### src/rtl/mmio_devices_if.sv
// Memory-mapped register bus between a CPU-side master and mmio_devices.
//   addr/wdata : address and write data
//   wr_en      : write strobe (acts on the rising clock edge)
//   rd_en      : read strobe (qualifies read side effects only)
//   rdata      : combinational read data
//   rd_hit     : addr matches a mapped register
interface mmio_devices_if #(
  parameter int unsigned DBITS = 32
) ();
  logic [DBITS-1:0] addr;
  logic             wr_en;
  logic [DBITS-1:0] wdata;
  logic             rd_en;
  logic [DBITS-1:0] rdata;
  logic             rd_hit;

  modport master (output addr, output wr_en, output wdata, output rd_en,
                  input rdata, input rd_hit);
  modport slave  (input addr, input wr_en, input wdata, input rd_en,
                  output rdata, output rd_hit);
endinterface

### src/rtl/mmio_devices.sv
// Board I/O register block: HEX and LEDR output registers, synchronised keys,
// synchronised and debounced switches, each input channel with a
// READY/OVERRUN/IE control register and a shared registered interrupt.
// Ports:
//   clk, reset : clock (rising edge), asynchronous active-high reset
//   bus        : register bus (slave side), combinational read path
//   key_n      : raw active-low keys
//   sw         : raw switches
//   hex_out    : HEX register
//   ledr_out   : LEDR register
//   irq        : registered interrupt request
module mmio_devices #(
  parameter int unsigned     DBITS           = 32,
  parameter int unsigned     HEXBITS         = 24,
  parameter int unsigned     LEDRBITS        = 10,
  parameter int unsigned     KEYBITS         = 4,
  parameter int unsigned     SWBITS          = 10,
  parameter int unsigned     DEBOUNCE_CYCLES = 1000,
  parameter logic [DBITS-1:0] ADDRHEX        = DBITS'(32'hFFFFF000),
  parameter logic [DBITS-1:0] ADDRLEDR       = DBITS'(32'hFFFFF020),
  parameter logic [DBITS-1:0] ADDRKEY        = DBITS'(32'hFFFFF080),
  parameter logic [DBITS-1:0] ADDRKCTRL      = DBITS'(32'hFFFFF084),
  parameter logic [DBITS-1:0] ADDRSW         = DBITS'(32'hFFFFF090),
  parameter logic [DBITS-1:0] ADDRSCTRL      = DBITS'(32'hFFFFF094)
) (
  input  logic                clk,
  input  logic                reset,
  mmio_devices_if.slave       bus,
  input  logic [KEYBITS-1:0]  key_n,
  input  logic [SWBITS-1:0]   sw,
  output logic [HEXBITS-1:0]  hex_out,
  output logic [LEDRBITS-1:0] ledr_out,
  output logic                irq
);

  localparam int unsigned CNTW = $clog2(DEBOUNCE_CYCLES);
  localparam logic [CNTW-1:0] CNT_MAX = CNTW'(DEBOUNCE_CYCLES - 1);
  localparam logic [HEXBITS-1:0] HEX_RST = HEXBITS'(24'hFEDEAD);

  logic [HEXBITS-1:0]  hex_q, hex_d;
  logic [LEDRBITS-1:0] ledr_q, ledr_d;
  logic [KEYBITS-1:0]  ksync_q, ksync_d, kdata_q, kdata_d;
  logic [SWBITS-1:0]   ssync1_q, ssync1_d, ssync2_q, ssync2_d;
  logic [SWBITS-1:0]   cand_q, cand_d, sdata_q, sdata_d;
  logic [CNTW-1:0]     cnt_q, cnt_d;
  logic                krdy_q, krdy_d, kov_q, kov_d, kie_q, kie_d;
  logic                srdy_q, srdy_d, sov_q, sov_d, sie_q, sie_d;
  logic                irq_q, irq_d;

  // Address decode over the full bus width
  logic hit_hex_c, hit_ledr_c, hit_key_c, hit_kctrl_c, hit_sw_c, hit_sctrl_c;
  assign hit_hex_c   = (bus.addr == ADDRHEX);
  assign hit_ledr_c  = (bus.addr == ADDRLEDR);
  assign hit_key_c   = (bus.addr == ADDRKEY);
  assign hit_kctrl_c = (bus.addr == ADDRKCTRL);
  assign hit_sw_c    = (bus.addr == ADDRSW);
  assign hit_sctrl_c = (bus.addr == ADDRSCTRL);

  logic wr_kctrl_c, wr_sctrl_c, clr_k_c, clr_s_c, k_chg_c, s_chg_c;
  assign wr_kctrl_c = bus.wr_en && hit_kctrl_c;
  assign wr_sctrl_c = bus.wr_en && hit_sctrl_c;
  assign clr_k_c    = bus.rd_en && hit_key_c;
  assign clr_s_c    = bus.rd_en && hit_sw_c;
  assign k_chg_c    = (ksync_q != kdata_q);
  assign s_chg_c    = (sdata_d != sdata_q);

  // Only the low bits of wdata reach any register
  logic unused_wdata;
  assign unused_wdata = &{1'b0, bus.wdata};

  // Combinational read mux
  always_comb begin
    bus.rdata  = '0;
    bus.rd_hit = 1'b1;
    if (hit_hex_c)        bus.rdata = DBITS'(hex_q);
    else if (hit_ledr_c)  bus.rdata = DBITS'(ledr_q);
    else if (hit_key_c)   bus.rdata = DBITS'(kdata_q);
    else if (hit_kctrl_c) bus.rdata = DBITS'({kie_q, 2'b00, kov_q, krdy_q});
    else if (hit_sw_c)    bus.rdata = DBITS'(sdata_q);
    else if (hit_sctrl_c) bus.rdata = DBITS'({sie_q, 2'b00, sov_q, srdy_q});
    else                  bus.rd_hit = 1'b0;
  end

  // Next-state logic
  always_comb begin
    hex_d    = hex_q;
    ledr_d   = ledr_q;
    ksync_d  = ~key_n;
    kdata_d  = ksync_q;
    ssync1_d = sw;
    ssync2_d = ssync1_q;
    cand_d   = cand_q;
    cnt_d    = cnt_q;
    sdata_d  = sdata_q;
    krdy_d   = krdy_q;
    kov_d    = kov_q;
    kie_d    = kie_q;
    srdy_d   = srdy_q;
    sov_d    = sov_q;
    sie_d    = sie_q;
    irq_d    = (krdy_q & kie_q) | (srdy_q & sie_q);

    if (bus.wr_en && hit_hex_c)  hex_d  = bus.wdata[HEXBITS-1:0];
    if (bus.wr_en && hit_ledr_c) ledr_d = bus.wdata[LEDRBITS-1:0];

    // Debouncer: restart the window on any new synchronised value
    if (ssync2_q != cand_q) begin
      cand_d = ssync2_q;
      cnt_d  = '0;
    end else if (cnt_q != CNT_MAX) begin
      cnt_d = cnt_q + CNTW'(1);
    end
    if ((cnt_q == CNT_MAX) && (cand_q != sdata_q)) sdata_d = cand_q;

    // Key status: a change wins over a coinciding clearing read
    if (wr_kctrl_c) begin
      kie_d = bus.wdata[4];
      if (!bus.wdata[1]) kov_d = 1'b0;
    end
    if (k_chg_c) begin
      krdy_d = 1'b1;
      if (krdy_q && !clr_k_c) kov_d = 1'b1;
    end else if (clr_k_c) begin
      krdy_d = 1'b0;
    end

    // Switch status, same rules as keys
    if (wr_sctrl_c) begin
      sie_d = bus.wdata[4];
      if (!bus.wdata[1]) sov_d = 1'b0;
    end
    if (s_chg_c) begin
      srdy_d = 1'b1;
      if (srdy_q && !clr_s_c) sov_d = 1'b1;
    end else if (clr_s_c) begin
      srdy_d = 1'b0;
    end
  end

  // State registers
  always_ff @(posedge clk or posedge reset) begin
    if (reset) begin
      hex_q    <= HEX_RST;
      ledr_q   <= '0;
      ksync_q  <= '0;
      kdata_q  <= '0;
      ssync1_q <= '0;
      ssync2_q <= '0;
      cand_q   <= '0;
      cnt_q    <= '0;
      sdata_q  <= '0;
      krdy_q   <= 1'b0;
      kov_q    <= 1'b0;
      kie_q    <= 1'b0;
      srdy_q   <= 1'b0;
      sov_q    <= 1'b0;
      sie_q    <= 1'b0;
      irq_q    <= 1'b0;
    end else begin
      hex_q    <= hex_d;
      ledr_q   <= ledr_d;
      ksync_q  <= ksync_d;
      kdata_q  <= kdata_d;
      ssync1_q <= ssync1_d;
      ssync2_q <= ssync2_d;
      cand_q   <= cand_d;
      cnt_q    <= cnt_d;
      sdata_q  <= sdata_d;
      krdy_q   <= krdy_d;
      kov_q    <= kov_d;
      kie_q    <= kie_d;
      srdy_q   <= srdy_d;
      sov_q    <= sov_d;
      sie_q    <= sie_d;
      irq_q    <= irq_d;
    end
  end

  assign hex_out  = hex_q;
  assign ledr_out = ledr_q;
  assign irq      = irq_q;

endmodule
### src/flat_wrapper.sv
// flat-port wrapper written by rule: the top's interface ports become plain ports
module mmio_devices_flat 
#(
  parameter int unsigned     DBITS           = 32,
  parameter int unsigned     HEXBITS         = 24,
  parameter int unsigned     LEDRBITS        = 10,
  parameter int unsigned     KEYBITS         = 4,
  parameter int unsigned     SWBITS          = 10,
  parameter int unsigned     DEBOUNCE_CYCLES = 1000,
  parameter logic [DBITS-1:0] ADDRHEX        = DBITS'(32'hFFFFF000),
  parameter logic [DBITS-1:0] ADDRLEDR       = DBITS'(32'hFFFFF020),
  parameter logic [DBITS-1:0] ADDRKEY        = DBITS'(32'hFFFFF080),
  parameter logic [DBITS-1:0] ADDRKCTRL      = DBITS'(32'hFFFFF084),
  parameter logic [DBITS-1:0] ADDRSW         = DBITS'(32'hFFFFF090),
  parameter logic [DBITS-1:0] ADDRSCTRL      = DBITS'(32'hFFFFF094)
)
  (clk, reset, key_n, sw, hex_out, ledr_out, irq, bus_addr, bus_wr_en, bus_wdata, bus_rd_en, bus_rdata, bus_rd_hit);
  mmio_devices_if #(.DBITS(DBITS)) bus_i ();
  input  logic clk;
  input  logic reset;
  input  logic [KEYBITS-1:0] key_n;
  input  logic [SWBITS-1:0] sw;
  output logic [HEXBITS-1:0] hex_out;
  output logic [LEDRBITS-1:0] ledr_out;
  output logic irq;
  input wire logic [$bits(bus_i.addr)-1:0] bus_addr;
  input wire logic [$bits(bus_i.wr_en)-1:0] bus_wr_en;
  input wire logic [$bits(bus_i.wdata)-1:0] bus_wdata;
  input wire logic [$bits(bus_i.rd_en)-1:0] bus_rd_en;
  output wire logic [$bits(bus_i.rdata)-1:0] bus_rdata;
  output wire logic [$bits(bus_i.rd_hit)-1:0] bus_rd_hit;
  assign bus_i.addr = bus_addr;
  assign bus_i.wr_en = bus_wr_en;
  assign bus_i.wdata = bus_wdata;
  assign bus_i.rd_en = bus_rd_en;
  assign bus_rdata = bus_i.rdata;
  assign bus_rd_hit = bus_i.rd_hit;
  mmio_devices #(.DBITS(DBITS), .HEXBITS(HEXBITS), .LEDRBITS(LEDRBITS), .KEYBITS(KEYBITS), .SWBITS(SWBITS), .DEBOUNCE_CYCLES(DEBOUNCE_CYCLES), .ADDRHEX(ADDRHEX), .ADDRLEDR(ADDRLEDR), .ADDRKEY(ADDRKEY), .ADDRKCTRL(ADDRKCTRL), .ADDRSW(ADDRSW), .ADDRSCTRL(ADDRSCTRL)) u_core (.clk(clk), .reset(reset), .bus(bus_i), .key_n(key_n), .sw(sw), .hex_out(hex_out), .ledr_out(ledr_out), .irq(irq));
endmodule
### config.mk
export PLATFORM = sky130hd
export DESIGN_NAME = mmio_devices_flat
export DESIGN_NICKNAME = d
export VERILOG_FILES = /design/src/rtl/mmio_devices_if.sv /design/src/rtl/mmio_devices.sv /design/src/flat_wrapper.sv
export SDC_FILE = /design/constraint.sdc
export NUM_CORES = 1
export LEC_CHECK = 0
export CAP_MARGIN = 30
export CORE_ASPECT_RATIO = 0.6
export CORE_MARGIN = 2
export CORE_UTILIZATION = 46
export DETAILED_ROUTE_END_ITERATION = 6
export PLACE_DENSITY = 0.85
export SLEW_MARGIN = 10
export SYNTH_ARGS = -nofsm -noshare
export SYNTH_HDL_FRONTEND = slang
export SYNTH_SLANG_ARGS = --single-unit
### constraint.sdc
create_clock -name clk -period 3.8 [get_ports clk]
set_clock_uncertainty 0.1 [all_clocks]
set_input_delay 0.38 -clock clk [delete_from_list [all_inputs] [get_ports clk]]
set_output_delay 0.38 -clock clk [all_outputs]
set_load 0.02 [all_outputs]
# Word level (Yosys, flattened, before mapping)
# Cells that the tools add are included.
[word_totals] regBits=99 latch_bits=0 ram_bits=0 rom_bits=0 inputBits=82 out_inout_bits=68 elab_cells=74 n_memories=0
[op_classes] addsub=1 mul=0 div_mod_pow=0 order_cmp=0 eq_ne=12 shift=0 n_mux=27 bitwise=4 reduce_logical=14
[ops] cell="32-bit == test, second input constant" n=6
[ops] cell="32-bit 2-to-1 mux" n=5
[ops] cell="10-bit 2-to-1 mux" n=3
[ops] cell="10-bit != test" n=3
[ops] cell="1-bit 2-to-1 mux" n=18
[ops] cell="10-bit by 1-bit adder with 10-bit output, second input constant" n=1
[ops] cell="10-bit == test, second input constant" n=1
[ops] cell="10-bit != test, second input constant" n=1
[ops] cell="1-bit logical AND" n=9
[ops] cell="2-bit nonzero test" n=3
[ops] cell="5-bit 2-to-1 mux" n=1
[ops] cell="4-bit != test" n=1
[ops] cell="4-bit NOT" n=1
[ops] cell="1-bit AND" n=2
[ops] cell="1-bit logical NOT" n=2
[ops] cell="1-bit OR" n=1

# Logic depth before layout (Yosys ltp)
[depth] ltp_word=7 mapped_depth=6 mapped_depth_nobuf=5

# Worst setup path before layout
# No wires, ideal clock.
[synth_timing] kind="input to output" from="input bus_addr[9]" to="output bus_rdata[1]" t_arrival_ns=2.612 required_ns=3.320 setup_slack_ns=0.708 cell_stages=5 path_buffers=1 path_cell_list="or4_4 nor4_1 clkbuf_1 nand2_1 a2111oi_0"
[synth_between] elab_chain_len=7 word_cells_on_any_way=12 cone_classes="eq/ne: 6; mux: 6"
[synth_rtl] element="from (decl)" line="flat_wrapper.sv:26" rtl="input wire logic [$bits(bus_i.addr)-1:0] bus_addr;"
[synth_rtl] element="32-bit == test" line="mmio_devices.sv:57" rtl="assign hit_sctrl_c = (bus.addr == ADDRSCTRL);"
[synth_rtl] element="5-bit 2-to-1 mux" line="mmio_devices.sv:80" rtl="else if (hit_sctrl_c) bus.rdata = DBITS'({sie_q, 2'b00, sov_q, srdy_q});"
[synth_rtl] element="32-bit 2-to-1 mux" line="mmio_devices.sv:79" rtl="else if (hit_sw_c) bus.rdata = DBITS'(sdata_q);"
[synth_rtl] element="32-bit 2-to-1 mux" line="mmio_devices.sv:78" rtl="else if (hit_kctrl_c) bus.rdata = DBITS'({kie_q, 2'b00, kov_q, krdy_q});"
[synth_rtl] element="32-bit 2-to-1 mux" line="mmio_devices.sv:77" rtl="else if (hit_key_c) bus.rdata = DBITS'(kdata_q);"
[synth_rtl] element="32-bit 2-to-1 mux" line="mmio_devices.sv:76" rtl="else if (hit_ledr_c) bus.rdata = DBITS'(ledr_q);"
[synth_rtl] element="32-bit 2-to-1 mux *" line="mmio_devices.sv:75" rtl="if (hit_hex_c) bus.rdata = DBITS'(hex_q);"
[synth_rtl] element="to (decl)" line="flat_wrapper.sv:30" rtl="output wire logic [$bits(bus_i.rdata)-1:0] bus_rdata;"
# Every way passes the cells marked *; elsewhere a longest branch is shown, timed or not.

# Final worst setup path
[layout_timing] from="input bus_addr[0]" to="output bus_rdata[8]"
[layout_between] elab_chain_len=6 word_cells_on_any_way=10 cone_classes="eq/ne: 5; mux: 5"
[layout_rtl] element="32-bit == test" line="mmio_devices.sv:56" rtl="assign hit_sw_c = (bus.addr == ADDRSW);"
[layout_rtl] element="32-bit 2-to-1 mux" line="mmio_devices.sv:79"
[layout_rtl] element="32-bit 2-to-1 mux" line="mmio_devices.sv:78"
[layout_rtl] element="32-bit 2-to-1 mux" line="mmio_devices.sv:77"
[layout_rtl] element="32-bit 2-to-1 mux" line="mmio_devices.sv:76"
[layout_rtl] element="32-bit 2-to-1 mux *" line="mmio_devices.sv:75"
# Marked as above.

==> out/qor.yml <==
fin_crit_sh_pct: 95.0
cts_hold_buf: 0
diodes: 0
path_common_cell: "clkdlybuf4s50_1"
yosysWarnings: 0
core_um2: 9770
synthTopCellsByArea: "dfrtp_1, dfstp_2, mux2_2, xnor2_1, nand2_1"
nNetsFinal: 616
synth_most_common_cell: "dfrtp_1"
p_per_area_nw_per_um2: 341
clock_path_buffers: 2
status: "finished, final reports clean"
rsz0062_at_grt: "no"
worst-path-buf-inv: 3
grt_pass1_vias: 3415
start_kind: "input port"
fin_hold_ws_ns: 0.244
max_freq_mhz: 277
clock-sinks: 99
die_area_um2: 10800
dp_cells: 657
peakVddDrop_v: 0.000267
grt_usage_pct: 21.6
drv_cap: 0
max_stage_delay_ns: 0.67
vias: 3554
path_clk_slew_ns: 0.07
rows: 28
setup_violations: 0
drive_above_1_share_pct: 18.6
power_mw: 2.17
drt-initial-drc-count: 243
pin_count: 150
hold_viol_final: 0
ys_top_cells_by_count: "dfrtp_1, nand2_1, mux2_2, clkbuf_1, xnor2_1"
vias_per_cell: 5.28
portBuffers: 133
drc_errors: 0
gp_congestion: 0.897
crit_path_top_delay_cell: "or4_1"
syn_area_um2: 4570
dieWidth_um: 133
critPathArrivalTime_ns: 3.13
clock_latency_ns: 0.35
synth_cell_types: 52
crit_family: "buffers and inverters"
hp-class: "register to register"
syn_avg_cell_area_um2: 11.5
synth-seq-area-share_pct: 54.6
grtUsageMet3_pct: 7.99
synth_top_area_share_pct: 44.3
start_util_pct: 46.8
synthCells: 398
post_cts_buffers: 0
clock-root-buffer: "clkbuf_16"
htreeDepth: 3
grt_max_degree: 57
worstRegToRegCells: 5
slew_headroom_pct: 54.9
n_fill_cell: 727
numCtsBuffers: 9
hpwl_mm: 8.52
cts_tree: "built"
yosys.area.top_type: "dfrtp_1"
synth-main-ff-cell: "dfrtp_1"
fin_tns_setup_ns: 0
antenna_found_initial: 0
use_met2_pct: 32.1
final_cells: 673
tightest_slew_ns: 0.676
p_leak_nw: 2.73
holdPathStages: 0
slew_violations: 0
wire_per_inst_um: 16.9
worstPathMaxFanout: 7
busiest_layer: "met2"
antenna_left: 0
crit_cells: 7
area_growth_pct: 39.5
drtPass1Iterations: 5
synth_edf_count: 0
required_ns: 3.32
grt_use_met1_pct: 30.1
crit_type: "input port to output port"
ys_ff_latch: 99
ctsResizeCount: 0
die_h_um: 81.2
crit_chain: "clkdlybuf4s50_1, or4_1, nor4_1, buf_4, nand3_1, a2bb2oi_1, clkdlybuf4s50_1"
period_minus_slack_ns: 3.61
grt_pass1_wl_mm: 17.8
grt_overflow: 0
cp-end-kind: "output port"
routed_wl_mm: 11.4
async_flop_share_pct: 100
## final cells by class
cell class	instances	area, um^2	share of cell area (%)
Tap cell	135	169	2.65
Sequential cell	99	2500	39.2
Clock inverter	5	62.6	0.981
Clock buffer	11	243	3.80
Inverter	13	51.3	0.804
Multi-Input combinational cell	260	1900	29.7
Timing Repair Buffer	150	1460	22.9
## sequential cells by signal, indices dropped and copies added (netlist names)
| name | count |
|---|---|
| u_core.ssync2_q | 10 |
| u_core.cand_q | 10 |
| u_core.krdy_q | 1 |
| u_core.irq | 1 |
| u_core.ledr_out | 10 |
| u_core.ssync1_q | 10 |
| u_core.hex_out | 24 |
| u_core.sdata_q | 10 |
| u_core.sie_q | 1 |
| u_core.sov_q | 1 |
| u_core.kdata_d | 4 |
| u_core.kdata_q | 4 |
| u_core.cnt_q | 10 |
| u_core.kov_q | 1 |
| u_core.srdy_q | 1 |
| u_core.kie_q | 1 |
## power by group
part | leakage [nW] | switching, mW | internal [mW] | total, mW
sequential | 1.21 | 0.0156 | 1.08 | 1.09
combinational | 1.38 | 0.0699 | 0.0926 | 0.163
clock | 0.142 | 0.388 | 0.532 | 0.920
## per-layer routing
layer / vias to the layer above / part of all wire (%)
met1: 1717 / 47
li1: 1650 / -
met4: 0 / 0.75
met3: 11 / 10
met2: 176 / 42
met5: - / 0
## logic make-up after synthesis
family	after synthesis	share of synthesized area [%]
muxes	41	11.1
DFF	99	54.6
AOI/OAI and AO/OA	35	5.88
adders and majority gates	1	0.273
other	1	0.0820
xor gates and xnor gates	31	5.94
buffers and inverters	46	4.76
and+or+nand+nor	144	17.3
## final timing paths
kind                                      endpoint          startpoint  slack [ns]
worst min-delay path            u_core.ssync2_q[2]  u_core.ssync1_q[2]        0.24
min in group asynchronous          u_core.cnt_q[5]               reset        0.40
worst max register to register   u_core.sdata_q[0]     u_core.cnt_q[0]        1.60
max in group asynchronous        u_core.hex_out[3]               reset        2.36
worst min register to register  u_core.ssync2_q[2]  u_core.ssync1_q[2]        0.24
worst max-delay path                  bus_rdata[8]         bus_addr[0]        0.19
## layout by cell type, fill, tap and decap left out, types with 11 or more instances in the layout
| cell | synthesis | routed |
|---|---|---|
| clkdlybuf4s50_1 | 0 | 133 |
| dfrtp_1 | 81 | 81 |
| nand2_1 | 41 | 41 |
| mux2_2 | 29 | 29 |
| xnor2_1 | 20 | 20 |
| dfstp_2 | 18 | 18 |
| nand3_1 | 17 | 17 |
| buf_4 | 10 | 17 |
| and3_1 | 16 | 16 |
| nor2_1 | 13 | 13 |
| nand4_1 | 12 | 12 |
| inv_1 | 13 | 12 |
| xor2_1 | 11 | 11 |
## stage by stage
stage	area (um^2)	util, %	setup slack (ns)
after floorplan	4600	-	0.708
after global placement	6070	62.1	0.216
after detailed placement	6070	62.1	0.261
after CTS	6380	65.3	0.250
after global routing	6380	65.3	0.0876
final	6380	65.3	0.189
(Power assumes the default switching activity.)
